## config.mk

```make
export PLATFORM = sky130hd
export DESIGN_NAME = hilo_sequencer
export DESIGN_NICKNAME = d
export VERILOG_FILES = /design/src/rtl/hilo_sequencer.sv
export SDC_FILE = /design/constraint.sdc
export NUM_CORES = 1
export LEC_CHECK = 0
export CAP_MARGIN = 20
export CORE_MARGIN = 10
export CORE_UTILIZATION = 65
export CTS_BUF_LIST = sky130_fd_sc_hd__clkbuf_16
export DETAILED_ROUTE_END_ITERATION = 16
export DONT_BUFFER_PORTS = 1
export MAX_ROUTING_LAYER = met4
export PLACE_DENSITY = 0.82
export SYNTH_ARGS = -nofsm -noshare
export SYNTH_HDL_FRONTEND = slang
export SYNTH_SLANG_ARGS = --single-unit
```

## constraint.sdc

```tcl
create_clock -name Clk -period 6.63 [get_ports Clk]
set_input_delay 0.663 -clock Clk [delete_from_list [all_inputs] [get_ports Clk]]
set_output_delay 0.663 -clock Clk [all_outputs]
set_load 0.005 [all_outputs]
```

## src/rtl/hilo_sequencer.sv

```systemverilog
// Issue-side sequencer for the Hi/Lo multiply unit: accepts one Hi/Lo op from decode,
// runs a 32-step shift-add multiply and drives the unit's write/accumulate/mux controls.
module hilo_sequencer #(
    parameter int MUL_CYCLES = 32
) (
    input  logic        Clk,
    input  logic        Rst_n,
    input  logic        Op_valid,
    input  logic [2:0]  Op,
    output logic        Op_ready,
    input  logic [31:0] Rs_val,
    input  logic [31:0] Rt_val,
    input  logic        Read_req,
    input  logic        Read_hi,
    output logic        Stall,
    output logic [31:0] Prod_hi,
    output logic [31:0] Prod_lo,
    output logic        WriteLo,
    output logic        WriteHi,
    output logic        Add64,
    output logic        HiLo_sel,
    output logic        HiRsSel,
    output logic        HiOrLo,
    output logic        Busy,
    output logic        Done
);

    localparam int CNT_W = $clog2(MUL_CYCLES);

    localparam logic [1:0] IDLE  = 2'd0;
    localparam logic [1:0] MUL   = 2'd1;
    localparam logic [1:0] FIX   = 2'd2;
    localparam logic [1:0] WRITE = 2'd3;

    localparam logic [2:0] OP_NOP   = 3'd0;
    localparam logic [2:0] OP_MULT  = 3'd1;
    localparam logic [2:0] OP_MULTU = 3'd2;
    localparam logic [2:0] OP_MADD  = 3'd3;
    localparam logic [2:0] OP_MADDU = 3'd4;
    localparam logic [2:0] OP_MTHI  = 3'd5;
    localparam logic [2:0] OP_MTLO  = 3'd6;
    localparam logic [2:0] OP_MSUB  = 3'd7;

    logic [1:0]       state;
    logic [2:0]       opLatch;
    logic             negFlag;
    logic [31:0]      mcand;
    logic [31:0]      mplier;
    logic [63:0]      acc;
    logic [CNT_W-1:0] count;

    logic             opAccept;
    logic             opSigned;
    logic             opMove;
    logic [32:0]      partialSum;

    function automatic logic [31:0] absVal(input logic signed [31:0] v);
        if (v < 0)
            absVal = $unsigned(-v);
        else
            absVal = $unsigned(v);
    endfunction

    function automatic logic [63:0] neg64(input logic [63:0] v);
        neg64 = ~v + 64'd1;
    endfunction

    assign opAccept = Op_valid && (state == IDLE) && (Op != OP_NOP);
    assign opSigned = (Op == OP_MULT) || (Op == OP_MADD) || (Op == OP_MSUB);
    assign opMove   = (Op == OP_MTHI) || (Op == OP_MTLO);

    // Add the multiplicand into the top 33 bits before the right shift
    assign partialSum = {1'b0, acc[63:32]} + {1'b0, (mplier[0] ? mcand : 32'd0)};

    always_ff @(posedge Clk or negedge Rst_n) begin
        if (!Rst_n) begin
            state   <= IDLE;
            opLatch <= OP_NOP;
            negFlag <= 1'b0;
            mcand   <= '0;
            mplier  <= '0;
            acc     <= '0;
            count   <= '0;
        end else begin
            case (state)
                IDLE: begin
                    if (opAccept) begin
                        opLatch <= Op;
                        if (opMove) begin
                            // MTHI/MTLO carry rs straight to the product outputs
                            acc     <= {32'd0, Rs_val};
                            negFlag <= 1'b0;
                            state   <= WRITE;
                        end else begin
                            mcand   <= opSigned ? absVal($signed(Rs_val)) : Rs_val;
                            mplier  <= opSigned ? absVal($signed(Rt_val)) : Rt_val;
                            acc     <= '0;
                            count   <= '0;
                            negFlag <= (opSigned && (Rs_val[31] != Rt_val[31])) ^ (Op == OP_MSUB);
                            state   <= MUL;
                        end
                    end
                end
                MUL: begin
                    acc    <= {partialSum, acc[31:1]};
                    mplier <= {1'b0, mplier[31:1]};
                    count  <= count + 1'b1;
                    if (count == CNT_W'(MUL_CYCLES - 1))
                        state <= FIX;
                end
                FIX: begin
                    state <= WRITE;
                end
                WRITE: begin
                    state <= IDLE;
                end
                default: begin
                    state <= IDLE;
                end
            endcase
        end
    end

    // Accumulator is frozen outside MUL, so the sign-fixed product is stable from FIX to WRITE
    always_comb begin
        if (negFlag)
            {Prod_hi, Prod_lo} = neg64(acc);
        else
            {Prod_hi, Prod_lo} = acc;
    end

    always_comb begin
        Op_ready = (state == IDLE);
        Busy     = (state != IDLE);
        Stall    = Read_req && (state != IDLE);
        HiOrLo   = Read_hi;
        WriteLo  = 1'b0;
        WriteHi  = 1'b0;
        Add64    = 1'b0;
        HiLo_sel = 1'b0;
        HiRsSel  = 1'b0;
        Done     = 1'b0;
        if (state == WRITE) begin
            Done = 1'b1;
            case (opLatch)
                OP_MULT, OP_MULTU: begin
                    WriteLo = 1'b1;
                    WriteHi = 1'b1;
                end
                OP_MADD, OP_MADDU, OP_MSUB: begin
                    WriteLo  = 1'b1;
                    WriteHi  = 1'b1;
                    Add64    = 1'b1;
                    HiLo_sel = 1'b1;
                end
                OP_MTHI: begin
                    WriteHi = 1'b1;
                    HiRsSel = 1'b1;
                end
                OP_MTLO: begin
                    WriteLo = 1'b1;
                end
                default: begin
                end
            endcase
        end
    end

endmodule

```

==> impl_metrics.json <==
{
  "synth-edff-count": 0,
  "worst_setup_path_start_kind": "flop",
  "critical_path_class": "flop to primary output",
  "status": "finished, final reports clean",
  "ctsResizeCount": 0,
  "grt_usage_pct": 26.39,
  "dr.pass1.iters": 5,
  "syn-cell-area_mm2": 0.01045,
  "pwr-share-comb_pct": 50.9,
  "syn-num-nets": 1386,
  "insertion_delay_ns": 0.43,
  "nets": 1347,
  "required_ns": 5.97,
  "ir_drop_v": 0.0003637,
  "crit_family": "simple AND/OR/NAND/NOR gates",
  "ys_seq_area_share_pct": 33.30,
  "ys.flop_type": "dfrtp_1",
  "grt_overflow": 0,
  "fin_worst_skew_ns": 0.01184,
  "cts_made_buffers": 17,
  "post-dp-hpwl_um": 20390,
  "portBuffers": 0,
  "initial_utilization_pct": 66.00,
  "gr-max-usage-layer": "met2",
  "grt_max_degree": 140,
  "totalWireLength_um": 28320,
  "cts_tree": "yes",
  "p_seq_share_pct": 31.7,
  "fin_cells": 1461,
  "switching_power_mw": 2.335,
  "hp-class": "input port to asynchronous set/reset pin",
  "grt.met2_usage_pct": 38.52,
  "setup-tns-final_ns": 0,
  "avgRoutedWirePerCell_um": 19.38,
  "gp_congestion": 0.9393,
  "fp.dieW_um": 146.8,
  "final_antenna_net_count": 0,
  "setup_viol_count_final": 0,
  "synth.distinct_cells": 70,
  "grt_pass1_wl_um": 46120,
  "post-route-min-period_ns": 3.972,
  "drc": 0,
  "rows": 46,
  "endpoint_kind": "primary output",
  "diodes": 0,
  "r2r_start": "mplier[0]$_DFFE_PN0P_",
  "drt_iter0_markers": 847,
  "pin_count": 146,
  "max_stage_delay_ns": 0.58,
  "use_met3_pct": 8.385,
  "fin_crit_sh_pct": 59.91,
  "cp_max_fo": 7,
  "vias": 9355,
  "maxSlewViolCount": 0,
  "slowest_stage": "or4_4",
  "synth_top_cell_area_share_pct": 33.30,
  "clkPwrFrac_pct": 17.3,
  "cts_max_path_buffers": 2,
  "synth_commonest_cells": "216 x nand2_1, 139 x dfrtp_1, 125 x o21ai_0, 97 x xnor2_1, 78 x a21oi_1",
  "dp_cells": 1427,
  "crit_arrival_ns": 3.31,
  "reg2reg_slack_ns": 3.22,
  "dieArea_mm2": 0.02154,
  "htreeDepth": 4,
  "cts_sinks": 139,
  "synth_area_leaders": "dfrtp_1 33%, xnor2_1 8.1%, nand2_1 7.8%",
  "synthArstFlopShare_pct": 100.0,
  "worstRegToRegCells": 9,
  "hold_viol_final": 0,
  "fp.coreArea_mm2": 0.01583,
  "tightestPinTransition_ns": 0.9472,
  "design_area_mm2": 0.01110,
  "synth_warnings": 0,
  "grt_pass1_vias": 8832,
  "die_y_um": 146.8,
  "yosysMostFrequentCell": "nand2_1",
  "yosysTopAreaCell": "dfrtp_1",
  "power_density_mw_per_mm2": 446.7,
  "fmax_ghz": 0.2518,
  "final_layout_size_suffix_gt1_share_pct": 5.301,
  "p_sw_share_pct": 47.09,
  "grt_antenna_before_repair": 0,
  "crit_chain": "or4_4 > nor4_2 > nand3_2 > nor4_1 > nand3_1 > o31ai_1 > xnor2_1",
  "ys_seq_elements": 139,
  "cts-root-buf": "clkbuf_16",
  "path_buf_inv": 0,
  "synthesis.instances": 1272,
  "clkTransAtPathRegs_ns": 0.06,
  "power_leakage_nw": 4.804,
  "r2r_end": "acc[54]$_DFFE_PN0P_",
  "p_int_mw": 2.624,
  "synthToLayoutAreaGrowth_pct": 6.288,
  "drv_cap": 0,
  "slew_headroom_pct": 36.27,
  "via_per_inst": 6.403,
  "fillers": 1272,
  "syn_avg_cell_area_um2": 8.212,
  "placed_area_mm2": 0.01053,
  "rsz0062_at_grt": "no",
  "met1_usage_pct": 34.69
}
==> worst reg2reg max path, stage by stage, from the launching register on <==
cell and delay (ns):
dfrtp_1 0.77, and2_1 0.25, ha_1 0.29, a21o_1 0.20
a21oi_1 0.20, a21oi_1 0.15, o21ai_0 0.61, a211oi_1 0.23
or3_1 0.36, a32o_1 0.25
==> repair_timing <==
| item | CTS | global route |
|---|---|---|
| endpoints found under the hold margin | 139 | 0 |
| hold buffers | 1 | 0 |
| setup buffers | 0 | 0 |
==> kinds of logic after synthesis <==
family | after synthesis | share of synthesized area [%]
adder cells (fa/ha/maj) | 42 | 5.102
flip-flops | 139 | 33.30
buffers and inverters | 95 | 3.533
AND/OR/NAND/NOR | 462 | 21.49
AO/OA/AOI/OAI | 384 | 23.84
multiplexers | 11 | 1.090
XOR/XNOR | 139 | 11.65
==> per-stage QoR <==
step / worst slack, ns / hold slack (ns) / power (mW) / util [%]
after floorplan: 3.603 / 0.3674 / 3.396 / -
final: 2.658 / 0.1696 / 4.959 / 70.15
after detailed placement: 3.154 / 0.3743 / 4.024 / 66.52
after global routing: 2.434 / 0.2447 / 5.333 / 70.15
after global placement: 3.252 / 0.3743 / 3.943 / 66.52
after CTS: 2.697 / 0.2566 / 4.913 / 69.98
==> cell usage in the layout, fill, tap and decap left out, types with 6 or more instances in the layout <==
master,n
or4_1,6
nand3_1,22
a21oi_1,77
mux2i_1,8
o21ai_0,125
o211ai_1,11
nor3_1,15
nand4_1,10
and3_1,8
nor2b_1,6
or3_1,27
buf_4,8
nor4_1,11
ha_1,41
and2_1,35
inv_1,32
o21a_1,12
a31oi_1,6
a21o_1,20
o41ai_1,15
a22oi_1,34
nor2_1,63
o31ai_1,29
nand2_1,216
xor2_1,42
nand2b_1,11
clkbuf_16,17
xnor2_1,97
dfrtp_1,138
==> registers in the layout, indices dropped and copies added (netlist names) <==
register and cells:
negFlag 1, state 2, acc 64, mcand 32, mplier 32, opLatch 3
count 5
==> area by class of cell <==
cell class              count  area [um^2]  share of cell area (%)
inverters                  27        101.3                  0.9128
clock buffers              17        425.4                   3.831
multi-input cells        1038         6625                   59.67
well taps                 216        270.3                   2.434
repair buffers             10        107.6                  0.9691
clock inverters            14        93.84                  0.8452
flip-flops and latches    139         3480                   31.34
==> metal layers <==
layer / wire, um / part of all wire, % / up-vias
met4: 497 / 1.8 / 0
met3: 3007 / 11 / 35
li1: - / - / 4482
met5: 0 / 0 / -
met2: 12690 / 45 / 426
met1: 12120 / 43 / 4412
==> how the worst max path moves through the flow <==
stage,from,to,slack [ns],depth (start not counted)
floorplan,acc[28]$_DFFE_PN0P_,Prod_hi[13],3.60,7
global placement,acc[28]$_DFFE_PN0P_,Prod_hi[25],3.25,7
detailed placement,acc[28]$_DFFE_PN0P_,Prod_hi[30],3.15,7
CTS,acc[28]$_DFFE_PN0P_,Prod_hi[30],2.70,7
global route,acc[27]$_DFFE_PN0P_,Prod_hi[16],2.43,7
finish,acc[28]$_DFFE_PN0P_,Prod_hi[16],2.66,7
==> power by group through the flow <==
stage / clock network, mW / registers, mW / logic [mW]
6_report: 0.860 / 1.57 / 2.53
4_1_cts: 0.863 / 1.59 / 2.46
5_1_grt: 0.902 / 1.63 / 2.80
2_1_floorplan: 0 / 1.46 / 1.94
3_3_place_gp: 0 / 1.59 / 2.36
3_5_place_dp: 0 / 1.60 / 2.42
Power figures use the tool's default switching activity.
